--- src/rtl/uart_tx_arbiter.sv ---
// Round-robin arbiter that feeds bytes from NUM_REQ requesters into one uart_tx.
// A burst keeps its owner locked until its last byte or until the owner stalls for HOLD_TIMEOUT clocks.
module uart_tx_arbiter #(
  parameter int NUM_REQ      = 4,
  parameter int DATA_BITS    = 8,
  parameter int HOLD_TIMEOUT = 1000
) (
  input  logic                           clk,
  input  logic                           rst_n,
  input  logic [NUM_REQ-1:0]             req_valid,
  input  logic [NUM_REQ*DATA_BITS-1:0]   req_data,
  input  logic [NUM_REQ-1:0]             req_last,
  input  logic [NUM_REQ*2-1:0]           req_parity,
  output logic [NUM_REQ-1:0]             req_ready,
  output logic [DATA_BITS-1:0]           tx_data,
  output logic                           tx_valid,
  input  logic                           tx_ready,
  output logic [1:0]                     parity_mode,
  output logic [$clog2(NUM_REQ)-1:0]     grant_id,
  output logic                           busy,
  output logic                           timeout_err
);

  localparam int ID_W  = $clog2(NUM_REQ);
  localparam int CNT_W = $clog2(HOLD_TIMEOUT + 1);

  typedef enum logic [1:0] {IDLE, LOAD, HOLD} state_t;

  state_t          state;
  logic [ID_W-1:0] rr_ptr;
  logic [ID_W-1:0] sel_idx;
  logic [ID_W-1:0] cap_idx;
  logic [ID_W-1:0] next_ptr;
  logic [ID_W:0]   cand;
  logic            sel_found;
  logic            owner_last;
  logic            cap;
  logic [CNT_W-1:0] hold_cnt;

  // First valid requester at or above rr_ptr, wrapping at NUM_REQ.
  always_comb begin
    sel_found = 1'b0;
    sel_idx   = '0;
    cand      = '0;
    for (int k = 0; k < NUM_REQ; k++) begin
      cand = {1'b0, rr_ptr} + (ID_W+1)'(k);
      if (cand >= (ID_W+1)'(NUM_REQ)) cand = cand - (ID_W+1)'(NUM_REQ);
      if (!sel_found && req_valid[cand[ID_W-1:0]]) begin
        sel_found = 1'b1;
        sel_idx   = cand[ID_W-1:0];
      end
    end
  end

  // Handshakes: a requester byte moves on any edge with req_valid[i] && req_ready[i];
  // req_ready never waits on req_valid being stable beyond that edge. Toward uart_tx,
  // tx_valid/tx_data hold until an edge with tx_valid && tx_ready.
  always_comb begin
    req_ready = '0;
    if (rst_n) begin
      case (state)
        IDLE:    if (sel_found) req_ready[sel_idx] = 1'b1;
        HOLD:    req_ready[grant_id] = req_valid[grant_id];
        default: req_ready = '0;
      endcase
    end
  end

  assign cap      = |(req_valid & req_ready);
  assign cap_idx  = (state == HOLD) ? grant_id : sel_idx;
  assign next_ptr = (grant_id == ID_W'(NUM_REQ - 1)) ? '0 : grant_id + ID_W'(1);
  assign busy     = (state != IDLE);

  always_ff @(posedge clk or negedge rst_n) begin
    if (!rst_n) begin
      state       <= IDLE;
      tx_valid    <= 1'b0;
      tx_data     <= '0;
      parity_mode <= 2'b00;
      grant_id    <= '0;
      rr_ptr      <= '0;
      owner_last  <= 1'b0;
      hold_cnt    <= '0;
      timeout_err <= 1'b0;
    end else begin
      timeout_err <= 1'b0;
      if (cap) begin
        // Capture wins over a timeout landing on the same edge.
        tx_data     <= req_data[cap_idx*DATA_BITS +: DATA_BITS];
        parity_mode <= req_parity[cap_idx*2 +: 2];
        grant_id    <= cap_idx;
        owner_last  <= req_last[cap_idx];
        tx_valid    <= 1'b1;
        hold_cnt    <= '0;
        state       <= LOAD;
      end else begin
        case (state)
          LOAD: begin
            if (tx_valid && tx_ready) begin
              tx_valid <= 1'b0;
              hold_cnt <= '0;
              if (owner_last) begin
                rr_ptr <= next_ptr;
                state  <= IDLE;
              end else begin
                state  <= HOLD;
              end
            end
          end
          HOLD: begin
            if (hold_cnt == CNT_W'(HOLD_TIMEOUT - 1)) begin
              hold_cnt    <= '0;
              rr_ptr      <= next_ptr;
              timeout_err <= 1'b1;
              state       <= IDLE;
            end else begin
              hold_cnt <= hold_cnt + CNT_W'(1);
            end
          end
          default: state <= IDLE;
        endcase
      end
    end
  end

endmodule
--- config.mk ---
export PLATFORM = sky130hd
export DESIGN_NAME = uart_tx_arbiter
export DESIGN_NICKNAME = d
export VERILOG_FILES = /design/src/rtl/uart_tx_arbiter.sv
export SDC_FILE = /design/constraint.sdc
export NUM_CORES = 1
export LEC_CHECK = 0
export ABC_AREA = 0
export BUFFER_PORTS_ARGS = -buffer_cell sky130_fd_sc_hd__buf_2
export CAP_MARGIN = 20
export CORE_MARGIN = 1.5
export CORE_UTILIZATION = 46
export DETAILED_ROUTE_END_ITERATION = 6
export PLACE_DENSITY_LB_ADDON = 0.15
export RECOVER_POWER = 25
export SYNTH_ARGS = -nofsm -noshare
export SYNTH_HDL_FRONTEND = slang
export SYNTH_SLANG_ARGS = --single-unit
--- constraint.sdc ---
create_clock -name clk -period 2.4 [get_ports clk]
set_input_delay 0.24 -clock clk [delete_from_list [all_inputs] [get_ports clk]]
set_output_delay 0.24 -clock clk [all_outputs]
set_load 0.01 [all_outputs]
==> flow_metrics.env <==
export IMPL_die_area_sq_um=5010
export IMPL_p_leak_nw=1.41
export IMPL_syn_nets=262
export IMPL_yosysMostFrequentCell="mux2i_1"
export IMPL_grt_max_degree=27
export IMPL_cp_arrival_ps=2450
export IMPL_final_cells=350
export IMPL_portBuffers=69
export IMPL_finalWirelength_microns=4820
export IMPL_slew_limit_headroom=0.445
export IMPL_fin_skew_ps=4.01
export IMPL_finalCriticalPeriod_ps=2280
export IMPL_final_nets=353
export IMPL_synth_top_area_cell="dfrtp_1"
export IMPL_cts_tree="built"
export IMPL_critical_path_max_stage_delay_ps=430
export IMPL_worst_path_buf_inv=2
export IMPL_r2r_setup_slack_ps=120
export IMPL_cpLargestDelayFamily="simple AND/OR/NAND/NOR gates"
export IMPL_crit_fanout=26
export IMPL_synth_seq_cells=29
export IMPL_io_pins=70
export IMPL_synth_edff_count=0
export IMPL_crit_type="flop to flop"
export IMPL_htree_levels=2
export IMPL_grt_pass1_vias=1711
export IMPL_cp_start_kind="flop"
export IMPL_worstMarginPinSlew_ps=832
export IMPL_async_reset_ff_frac=1.00
export IMPL_rows=24
export IMPL_min_period_over_period=0.951
export IMPL_clkLatencyLatePin_ps=280
export IMPL_drc_errors=0
export IMPL_slowest_stage="nor4_2"
export IMPL_post_route_cell_area_sq_um=2770
export IMPL_intPower_uw=773
export IMPL_die_h_microns=70.8
export IMPL_netlist_top_cells_count="35 x mux2i_1, 29 x dfrtp_1, 11 x nand2_1"
export IMPL_grtUsageTotal=0.194
export IMPL_clkSinkCount=29
export IMPL_yosysWarnings=0
export IMPL_synth_area_leaders="dfrtp_1 34%, mux2i_1 17%, mux2_2 4.3%, mux2_4 4.3%, ha_1 3.0%"
export IMPL_worstSetupEndpointType="flop"
export IMPL_dpl_cell_area_sq_um=2630
export IMPL_synthToLayoutAreaGrowth_pct=31.3
export IMPL_vias=1902
export IMPL_min_path_type="primary input to flop"
export IMPL_cts_buffer_depth=2
export IMPL_yosysTopAreaCellShare=0.344
export IMPL_drtIter0Drc=141
export IMPL_overflow=0
export IMPL_synth_cell_types=48
export IMPL_clkPwrFrac=0.376
export IMPL_vdd_ir_drop_max_uv=347
export IMPL_ant_nets=0
export IMPL_grt_setup_unrepaired="no"
export IMPL_cts_made_buffers=5
export IMPL_ys_flop_type="dfrtp_1"
export IMPL_drv_slew=0
export IMPL_antenna_found_initial=0
export IMPL_dp_hpwl_microns=3580
export IMPL_synth_avg_cell_area_sq_um=10.3
export IMPL_cp_required_ps=2570
export IMPL_drive_above_1_share=0.416
export IMPL_p_sw_uw=260
export IMPL_core_area_sq_um=4380
export IMPL_fmax_mhz=438
export IMPL_vias_per_cell=5.43
export IMPL_die_x_microns=70.8
export IMPL_dp_cells=337
export IMPL_worstPathCellList="buf_4, mux2i_1, and2_1, or3_4, nor4_2, nor3_4, buf_12, mux2_4"
export IMPL_firstDrtPassIters=4
export IMPL_setup_viol=0
export IMPL_diodes=0
export IMPL_start_util=0.482
export IMPL_synthCells=206
export IMPL_wl_per_cell_microns=13.8
export IMPL_status="completed"
export IMPL_synth_area_sq_um=2110
export IMPL_seq_area_frac_synth=0.344
export IMPL_p_sw_frac=0.252
export IMPL_hold_violations=0
export IMPL_max_cap_violations=0
export IMPL_seqPwrFrac=0.473
export IMPL_gp_congestion=0.868
export IMPL_power_density_nw_per_um2=372
export IMPL_clock_root_buffer="clkbuf_8"
export IMPL_grt_first_pass_wirelength_microns=7860
export IMPL_p_comb_frac=0.151
export IMPL_clkSlewWorstSetupHoldPaths_ps=60
[layout make-up]
class / instances / area [sq um]
inverter: 5 / 18.8
multi-input combinational: 165 / 1350
sequential: 29 / 727
tap: 52 / 65.1
clock buffer: 6 / 72.6
fill: 369 / 1610
clock inverter: 2 / 10.0
timing repair buffer: 91 / 529
[worst min-delay path, cell delays in order]
cell	delay, ps
buf_2	110
inv_1	40
o21ai_0	70
nand2_1	70
[flip-flops by register name, indices dropped and copies added (netlist names)]
register	cells
owner_last	1
parity_mode	2
tx_data	8
hold_cnt	10
grant_id	2
timeout_err	1
state	2
tx_valid	1
rr_ptr	2
[placed cells by master (no fill, tap or decap), types with 8 or more instances in the layout]
master   count
a21oi_1      8
o21ai_0      8
nor2b_1      8
mux2_2       8
mux2i_1     35
buf_4       17
nand2_1     11
nor2_1       9
buf_2       68
dfrtp_1     28
[path summary, 6_finish.rpt]
| kind | to | cells after the start | from |
|---|---|---|---|
| max reg2reg | tx_data[6] | 8 | rr_ptr[0] |
| min reg2reg | tx_data[2] | 1 | tx_data[2] |
| min in group asynchronous | timeout_err | 2 | rst_n |
| max | tx_data[6] | 8 | rr_ptr[0] |
| min | tx_valid | 4 | tx_ready |
| max in group asynchronous | grant_id[0] | 3 | rst_n |
[through the flow]
step | setup slack (ps) | TNS, ps | hold slack, ps | power (mW) | util
2_1_floorplan | 38.4 | 0 | -55.6 | 0.574 | -
5_1_grt | 19.0 | 0 | 330 | 1.08 | 0.633
3_5_place_dp | -128 | -277 | 79.5 | 0.653 | 0.601
3_3_place_gp | -100 | -199 | 81.4 | 0.652 | 0.601
6_report | 117 | 0 | 273 | 1.03 | 0.633
4_1_cts | 29.5 | 0 | 270 | 1.05 | 0.628
[layer usage]
| metal | track usage | share of wire |
|---|---|---|
| met1 | 0.256 | 0.48 |
| met2 | 0.318 | 0.45 |
| met3 | 0.0484 | 0.059 |
| met4 | 0.0587 | 0.011 |
| met5 | 0 | 0 |
[logic make-up after synthesis]
kind of cell	after synthesis	share of synthesized area
simple gates	75	0.212
mux	50	0.262
compound gates	34	0.113
flops	29	0.344
buf+inv	12	0.0355
fa+ha+maj	5	0.0296
xor+xnor	1	0.00415
[what timing repair did]
action | CTS | global route
setup buffers | 2 | 2
pin swaps | 1 | 5
endpoints found under the setup margin | 3 | 14
hold buffers | 1 | 0
hold endpoints to repair | 1 | 0
gates resized for setup | 3 | 4
[power groups by stage]
stage | logic, mW | clock network (mW) | registers, mW
after global placement | 0.154 | 0 | 0.498
after CTS | 0.160 | 0.397 | 0.489
after detailed placement | 0.155 | 0 | 0.498
after global routing | 0.171 | 0.422 | 0.488
after floorplan | 0.0758 | 0 | 0.498
final | 0.156 | 0.389 | 0.489
Note: power is estimated with default switching activity, not from simulation.
